--- src/rtl/reg_xfer_pkg.sv ---
// reg_xfer_pkg: state type, default width and parity helper shared by the serial transmitter and receiver.
package reg_xfer_pkg;
   typedef enum logic {IDLE, SHIFT} state_t;
   localparam int DEFAULT_WIDTH = 3;
   localparam int PARITY_MAX_W = 64;
   function automatic logic even_parity(input logic [PARITY_MAX_W-1:0] v);
      return ^v;
   endfunction
endpackage

--- src/rtl/reg_serial_tx_if.sv ---
// reg_serial_tx_if: parallel load handshake and serial output bundle of the transmitter.
interface reg_serial_tx_if #(parameter int WIDTH = 3);
   logic [WIDTH-1:0] D;
   logic Load;
   logic Ready;
   logic SOut;
   logic SValid;
   logic Done;
   modport master(output D, Load, input Ready, SOut, SValid, Done);
   modport slave(input D, Load, output Ready, SOut, SValid, Done);
endinterface

--- src/rtl/reg_xfer_shifter.sv ---
// reg_xfer_shifter: loadable shift register exposing its head bit, direction set by MSB_FIRST.
module reg_xfer_shifter #(
   parameter int WIDTH = 3,
   parameter bit MSB_FIRST = 1'b0
) (
   input  logic             clk,
   input  logic             rst,
   input  logic             load,
   input  logic             shift_en,
   input  logic [WIDTH-1:0] d,
   output logic             head
);
   logic [WIDTH-1:0] sr_q, sr_d;
   always_comb begin
      sr_d = load ? d : shift_en ? (MSB_FIRST ? sr_q << 1 : sr_q >> 1) : sr_q;
   end
   always_ff @(posedge clk or posedge rst) begin
      if (rst) sr_q <= '0;
      else     sr_q <= sr_d;
   end
   assign head = MSB_FIRST ? sr_q[WIDTH-1] : sr_q[0];
endmodule

--- src/rtl/reg_serial_tx.sv ---
// reg_serial_tx: captures D on Load when idle and sends it one bit per CLK with SValid framing and a Done pulse.
// Define REG_SERIAL_TX_PARITY_EN to append an even-parity bit to each frame.
module reg_serial_tx
   import reg_xfer_pkg::*;
#(
   parameter int WIDTH = DEFAULT_WIDTH,
   parameter bit MSB_FIRST = 1'b0
) (
   input logic CLK,
   input logic RST,
   reg_serial_tx_if.slave bus
);
`ifdef REG_SERIAL_TX_PARITY_EN
   localparam int FLEN = WIDTH + 1;
`else
   localparam int FLEN = WIDTH;
`endif
   localparam int CW = $clog2(WIDTH + 2);
   state_t state_q, state_d;
   logic [CW-1:0] cnt_q, cnt_d;
   logic head, load, last;
   assign load = (state_q == IDLE) && bus.Load;
   always_comb begin
      last = (state_q == SHIFT) && (cnt_q == CW'(FLEN - 1));
      state_d = load ? SHIFT : last ? IDLE : state_q;
      cnt_d = load ? '0 : (state_q == SHIFT) ? cnt_q + 1'b1 : cnt_q;
   end
   always_ff @(posedge CLK or posedge RST) begin
      if (RST) begin
         state_q <= IDLE;
         cnt_q   <= '0;
      end else begin
         state_q <= state_d;
         cnt_q   <= cnt_d;
      end
   end
   reg_xfer_shifter #(.WIDTH(WIDTH), .MSB_FIRST(MSB_FIRST)) u_shifter (
      .clk(CLK),
      .rst(RST),
      .load(load),
      .shift_en(state_q == SHIFT),
      .d(bus.D),
      .head(head)
   );
`ifdef REG_SERIAL_TX_PARITY_EN
   // parity is latched with the word so later D changes cannot affect it
   logic par_q, par_d;
   always_comb begin
      par_d = load ? even_parity(PARITY_MAX_W'(bus.D)) : par_q;
   end
   always_ff @(posedge CLK or posedge RST) begin
      if (RST) par_q <= 1'b0;
      else     par_q <= par_d;
   end
   assign bus.SOut = (state_q == SHIFT) && (cnt_q < CW'(WIDTH) ? head : par_q);
`else
   assign bus.SOut = (state_q == SHIFT) && head;
`endif
   assign bus.Ready  = state_q == IDLE;
   assign bus.SValid = state_q == SHIFT;
   assign bus.Done   = last;
endmodule
--- src/flat_wrapper.sv ---
// flat-port wrapper written by rule: the top's interface ports become plain ports
module reg_serial_tx_flat import reg_xfer_pkg::*;
#(
   parameter int WIDTH = DEFAULT_WIDTH,
   parameter bit MSB_FIRST = 1'b0
)
  (CLK, RST, bus_D, bus_Load, bus_Ready, bus_SOut, bus_SValid, bus_Done);
  reg_serial_tx_if #(.WIDTH(WIDTH)) bus_i ();
  input logic CLK;
  input logic RST;
  input wire logic [$bits(bus_i.D)-1:0] bus_D;
  input wire logic [$bits(bus_i.Load)-1:0] bus_Load;
  output wire logic [$bits(bus_i.Ready)-1:0] bus_Ready;
  output wire logic [$bits(bus_i.SOut)-1:0] bus_SOut;
  output wire logic [$bits(bus_i.SValid)-1:0] bus_SValid;
  output wire logic [$bits(bus_i.Done)-1:0] bus_Done;
  assign bus_i.D = bus_D;
  assign bus_i.Load = bus_Load;
  assign bus_Ready = bus_i.Ready;
  assign bus_SOut = bus_i.SOut;
  assign bus_SValid = bus_i.SValid;
  assign bus_Done = bus_i.Done;
  reg_serial_tx #(.WIDTH(WIDTH), .MSB_FIRST(MSB_FIRST)) u_core (.CLK(CLK), .RST(RST), .bus(bus_i));
endmodule
--- config.mk ---
export PLATFORM = sky130hd
export DESIGN_NAME = reg_serial_tx_flat
export DESIGN_NICKNAME = d
export VERILOG_FILES = /design/src/rtl/reg_xfer_pkg.sv /design/src/rtl/reg_serial_tx_if.sv /design/src/rtl/reg_xfer_shifter.sv /design/src/rtl/reg_serial_tx.sv /design/src/flat_wrapper.sv
export SDC_FILE = /design/constraint.sdc
export NUM_CORES = 1
export LEC_CHECK = 0
export ABC_AREA = 1
export CAP_MARGIN = 20
export CORE_AREA = 4 4 41 43
export DETAILED_ROUTE_END_ITERATION = 12
export DIE_AREA = 0 0 45 47
export PLACE_DENSITY = 0.56
export SETUP_SLACK_MARGIN = 0.5
export SYNTH_ARGS = -nofsm -noshare
export SYNTH_HDL_FRONTEND = slang
export SYNTH_SLANG_ARGS = --single-unit
--- constraint.sdc ---
create_clock -name CLK -period 1.5 [get_ports CLK]
set_clock_uncertainty 0.15 [all_clocks]
set_input_delay 0.15 -clock CLK [delete_from_list [all_inputs] [get_ports CLK]]
set_output_delay 0.15 -clock CLK [all_outputs]
set_load 0.01 [all_outputs]
=== Word level (Yosys, flattened, before mapping) ===
Cells that the tools add are included.

* Bitwise operators: 1
* Add/sub/neg operators: 1
* Muxes and demuxes: 6
* Reduce and logical (&&, ||, !) cells: 5
* Equality and inequality tests: 1

{| class="wikitable"
|+ Operator list
! kind !! number
|-
| $mux W3 || 4
|-
| $reduce_bool A2 Y1 || 2
|-
| $add A3 B1 Y3 const B || 1
|-
| $eq A3 B2 Y1 const B || 1
|-
| $logic_and A1 B1 Y1 || 3
|-
| $mux W1 || 2
|-
| $not A1 Y1 || 1
|}

* Flip-flop bits (word level): 7
* Input port bits: 6
* Logic and storage cells: 17
* Output and inout port bits: 4

=== Logic depth before layout (Yosys ltp) ===
* Depth in word-level cells: 4
* Gate-level depth with buffers: 5
* Gate-level depth less buffers: 5

=== Cells and area by module ===
Synthesis repeated with hierarchy kept, for this count alone.

* Cell total of the unflattened synthesis: 45
* Area total of the unflattened synthesis: 357.8 µm²

{| class="wikitable"
|+ Modules (own cells, without submodules)
! module !! cells an instance !! times used !! seq. area each (µm²) !! area an instance (µm²)
|-
| reg_serial_tx || 25 || 1 || 100.1 || 209.0
|-
| reg_xfer_shifter || 20 || 1 || 75.1 || 148.9
|}

=== Worst setup path after synthesis ===
OpenSTA, ideal clock, no wires.

* Path kind: flip-flop to flip-flop
* From: register u_core.cnt_q[0]
* To: register u_core.state_q, in the netlist u_core.bus.SValid
* Buffers on the path: 0
* Setup time: 0.127 ns
* Required time: 1.223 ns
* Setup slack: 0.364 ns
* Period minus slack after synthesis: 1.136 ns
* Cell stages (with the launch flop): 6
* Data arrival time: 0.859 ns
* Path through: dfrtp_1 > inv_1 > ha_1 > nand2_1 > nor2_1 > nor2_1

* Cells in the longest elaborated chain, start to end: 3

{| class="wikitable"
|+ Ends and longest elaborated chain
! item !! RTL line !! RTL
|-
| start, declared || reg_serial_tx.sv:20 || <nowiki>logic [CW-1:0] cnt_q, cnt_d;</nowiki>
|-
| start signal, assigned || reg_serial_tx.sv:34 || <nowiki>cnt_q <= cnt_d;</nowiki>
|-
| $eq A3 B2 Y1 || reg_serial_tx.sv:24 || <nowiki>last = (state_q == SHIFT) && (cnt_q == CW'(FLEN - 1));</nowiki>
|-
| $logic_and A1 B1 Y1 || reg_serial_tx.sv:24 ||
|-
| named net bus_Done || flat_wrapper.sv:16 || <nowiki>output wire logic [$bits(bus_i.Done)-1:0] bus_Done;</nowiki>
|-
| $reduce_bool A2 Y1 (no line) || - ||
|-
| end signal, assigned || reg_serial_tx.sv:33 || <nowiki>state_q <= state_d;</nowiki>
|-
| end, declared || reg_serial_tx.sv:19 || <nowiki>state_t state_q, state_d;</nowiki>
|}

The timed path passes the listed nets, and every way through them passes these cells.
A chain may end at the register's enable or synchronous reset.

=== Worst setup path in the final report ===
* From: register u_core.cnt_q[0]
* To: output port bus_Done

* Cells in the longest elaborated chain, start to end: 2

{| class="wikitable"
|+ Ends and longest elaborated chain
! item !! RTL line
|-
| $eq A3 B2 Y1 || reg_serial_tx.sv:24
|-
| $logic_and A1 B1 Y1 || reg_serial_tx.sv:24
|-
| end, declared || flat_wrapper.sv:16
|}

No other way between the ends.

==> results.md <==
- Run status: finished, violations left
- Violated checks: negative hold slack
- Wire length per cell: 10.0 µm
- Dpl ws: -0.0553 ns
- Maximum vdd drop: 0.738 mV
- Seq/Total Area, Yosys: 51.3%
- Yosys cell types: 11
- First drt pass iteration count: 2
- Buffers on Ports: 9
- Synth Area per Inst: 8.76 µm²
- Area leader, netlist: dfrtp_1
- CTS clk-pin slew, worst paths: 0.06 ns
- Die H: 47 µm
- Routability cong.: 0.756
- Die area: 2120 µm²
- Max cap viols: 0
- Fillers: 147
- Core area: 1300 µm²
- CP required: 1.20 ns
- Setup violators final: 0
- TritonCTS clock tree: done
- Mapped Cells: 39
- Worst hold path class: input pin to async pin
- Die width: 45 µm
- Yosys warning count: 0
- Yosys top cell area share: 51.3%
- Initial antenna violation count: 0
- Final WS setup: 0.0864 ns
- Post-Syn Nets: 47
- Power, Total: 0.00123 W
- Detail Route Antenna Nets: 0
- Routed via count: 326
- # rows: 13
- Initial Utilization: 26.3%
- Asr flop ratio synth: 100%
- Clk sinks: 7
- Final Hold Fails: 7
- CP startpoint kind: flop
- TritonCTS Buffers: 3
- Most common flop cell mapped by yosys: dfrtp_1
- I/O pin count: 10
- Setup CP Type: flop to primary output
- Slew of the pin with the lowest slew margin: 0.292 ns
- Worst hold margin: -0.0110 ns
- Vias in the first global route: 290
- Synth top area cells: dfrtp_1 (51%), nand2_1 (14%), nand3_1 (8.8%), ha_1 (7.3%), buf_6 (3.3%)
- Clk buf depth: 2
- Pleak: 0.305 nW
- Worst slew margin: 80.5%
- #FFs+latches synth: 7
- Area delta synth->final: 76.2%
- First-pass GRT wire length: 1.24 mm
- Critical Path AT: 1.11 ns
- Share of cells above drive strength 1: 45.3%
- Number of enable flip-flop cells after synthesis: 0
- Tmin final: 1.41 ns
- Crit. End Element: primary output
- Total GRT Usage: 8.82%
- CTS root buf: clkbuf_4
- Top-count cell post-synth: nand2_1
- Most common library cells after synthesis: nand2_1 (13), dfrtp_1 (7), nand3_1 (6)
- Largest net degree at the start of global routing: 8
- Post-Syn Area: 342 µm²
- H-tree levels: 1
- Final net count: 73
- Detailed Route Iter0 Violations: 10
- Worst skew pair latency: 0.25 ns
- Max Transition Viols Final: 0
- PwrDens: 2040 nW/µm²
- Grt ovf: 0
- Vias per inst: 4.13
- Final period util: 94.2%
- RSZ-0062 raised after global routing: true
- Routed WL: 792 µm
- Dpl hpwl: 520 µm
- Max Freq: 707 MHz
- Max FO, Critical Path: 2
- ANT cells: 0
- Drt drc: 0
## power by group
part | internal (W) | switching (W)
clock network | 0.000102 | 0.0000696
registers | 0.000271 | 0.0000540
logic | 0.000435 | 0.000299
total | 0.000807 | 0.000423
## state kept, by name (all words and copies together) (netlist names)
register,flops
u_core.u_shifter.sr_q,3
u_core.bus.SValid,1
u_core.cnt_q,3
## timing repair
action	4_1_cts	5_1_grt
buffers inserted	4	4
pin swaps	3	3
endpoints found under the hold margin	7	0
resized for setup	24	10
endpoints found under the setup margin	11	11
## path summary, 6_finish.rpt
check | start | end | slack [ns] | depth (start not counted)
min in group CLK | bus_D[2] | u_core.u_shifter.sr_q[2] | 0.31 | 3
setup reg to reg | u_core.cnt_q[0] | u_core.bus.SValid | 0.17 | 8
setup / recovery | u_core.cnt_q[0] | bus_Done | 0.09 | 5
hold / removal | RST | u_core.cnt_q[0] | -0.01 | 2
max in group asynchronous | RST | u_core.bus.SValid | 0.97 | 2
hold reg to reg | u_core.u_shifter.sr_q[2] | u_core.u_shifter.sr_q[2] | 0.32 | 2
## worst max-delay path, stage by stage, from the launching register on
cell and delay (ns):
dfrtp_1 0.38, inv_1 0.06, ha_1 0.13, nand2_1 0.06, nor2_2 0.10, buf_2 0.14
## cells by family (layout without fill, tap and decap cells)
kind of cell	count (synthesis)	after routing	synth area share [%]
AO/OA/AOI/OAI	2	2	2.93
adder cells (fa/ha/maj)	2	2	7.32
AND/OR/NAND/NOR	23	23	30.8
flip-flops	7	7	51.3
buffers and inverters	5	30	7.69
## through the flow
step / instance area, µm² / std cells / hold slack (ns) / utilization, % / TNS, ns
CTS: 537 / 75 / -0.00966 / 41.3 / 0
global route: 602 / 79 / 0.0230 / 46.3 / 0
floorplan: 344 / 39 / -0.197 / - / 0
global placement: 479 / 67 / 0.262 / 36.8 / -0.0592
finish: 602 / 79 / -0.0110 / 46.3 / 0
detailed placement: 479 / 67 / 0.261 / 36.8 / -0.0553
## layout make-up
| type | count | area (µm²) | share of cell area (%) |
|---|---|---|---|
| inverter | 4 | 17.5 | 2.91 |
| multi-input combinational | 27 | 158 | 26.2 |
| timing repair buffer | 22 | 205 | 34.1 |
| sequential | 7 | 176 | 29.3 |
| clock buffer | 4 | 26.3 | 4.37 |
| tap | 15 | 18.8 | 3.12 |
## routing by layer
metal / global-route usage [%] / routed length, µm / up-vias
li1: - / - / 174
met1: 11.5 / 381 / 142
met2: 11.0 / 351 / 8
met3: 2.68 / 55 / 2
met4: 8.77 / 4 / 0
met5: 0 / 0 / -
## layout by cell type (no fill, tap or decap)
cell / instances
nor2_2: 2
nand2_1: 11
nand3b_1: 1
clkdlybuf4s50_1: 5
nand3_1: 6
nand2_4: 1
dfrtp_1: 6
inv_4: 1
nand2_2: 1
o21ai_1: 2
buf_2: 1
buf_4: 8
inv_1: 2
ha_1: 1
buf_6: 8
inv_2: 1
clkbuf_4: 3
dfrtp_2: 1
clkbuf_1: 1
ha_2: 1
nor2_4: 1
Power figures use the tool's default switching activity.
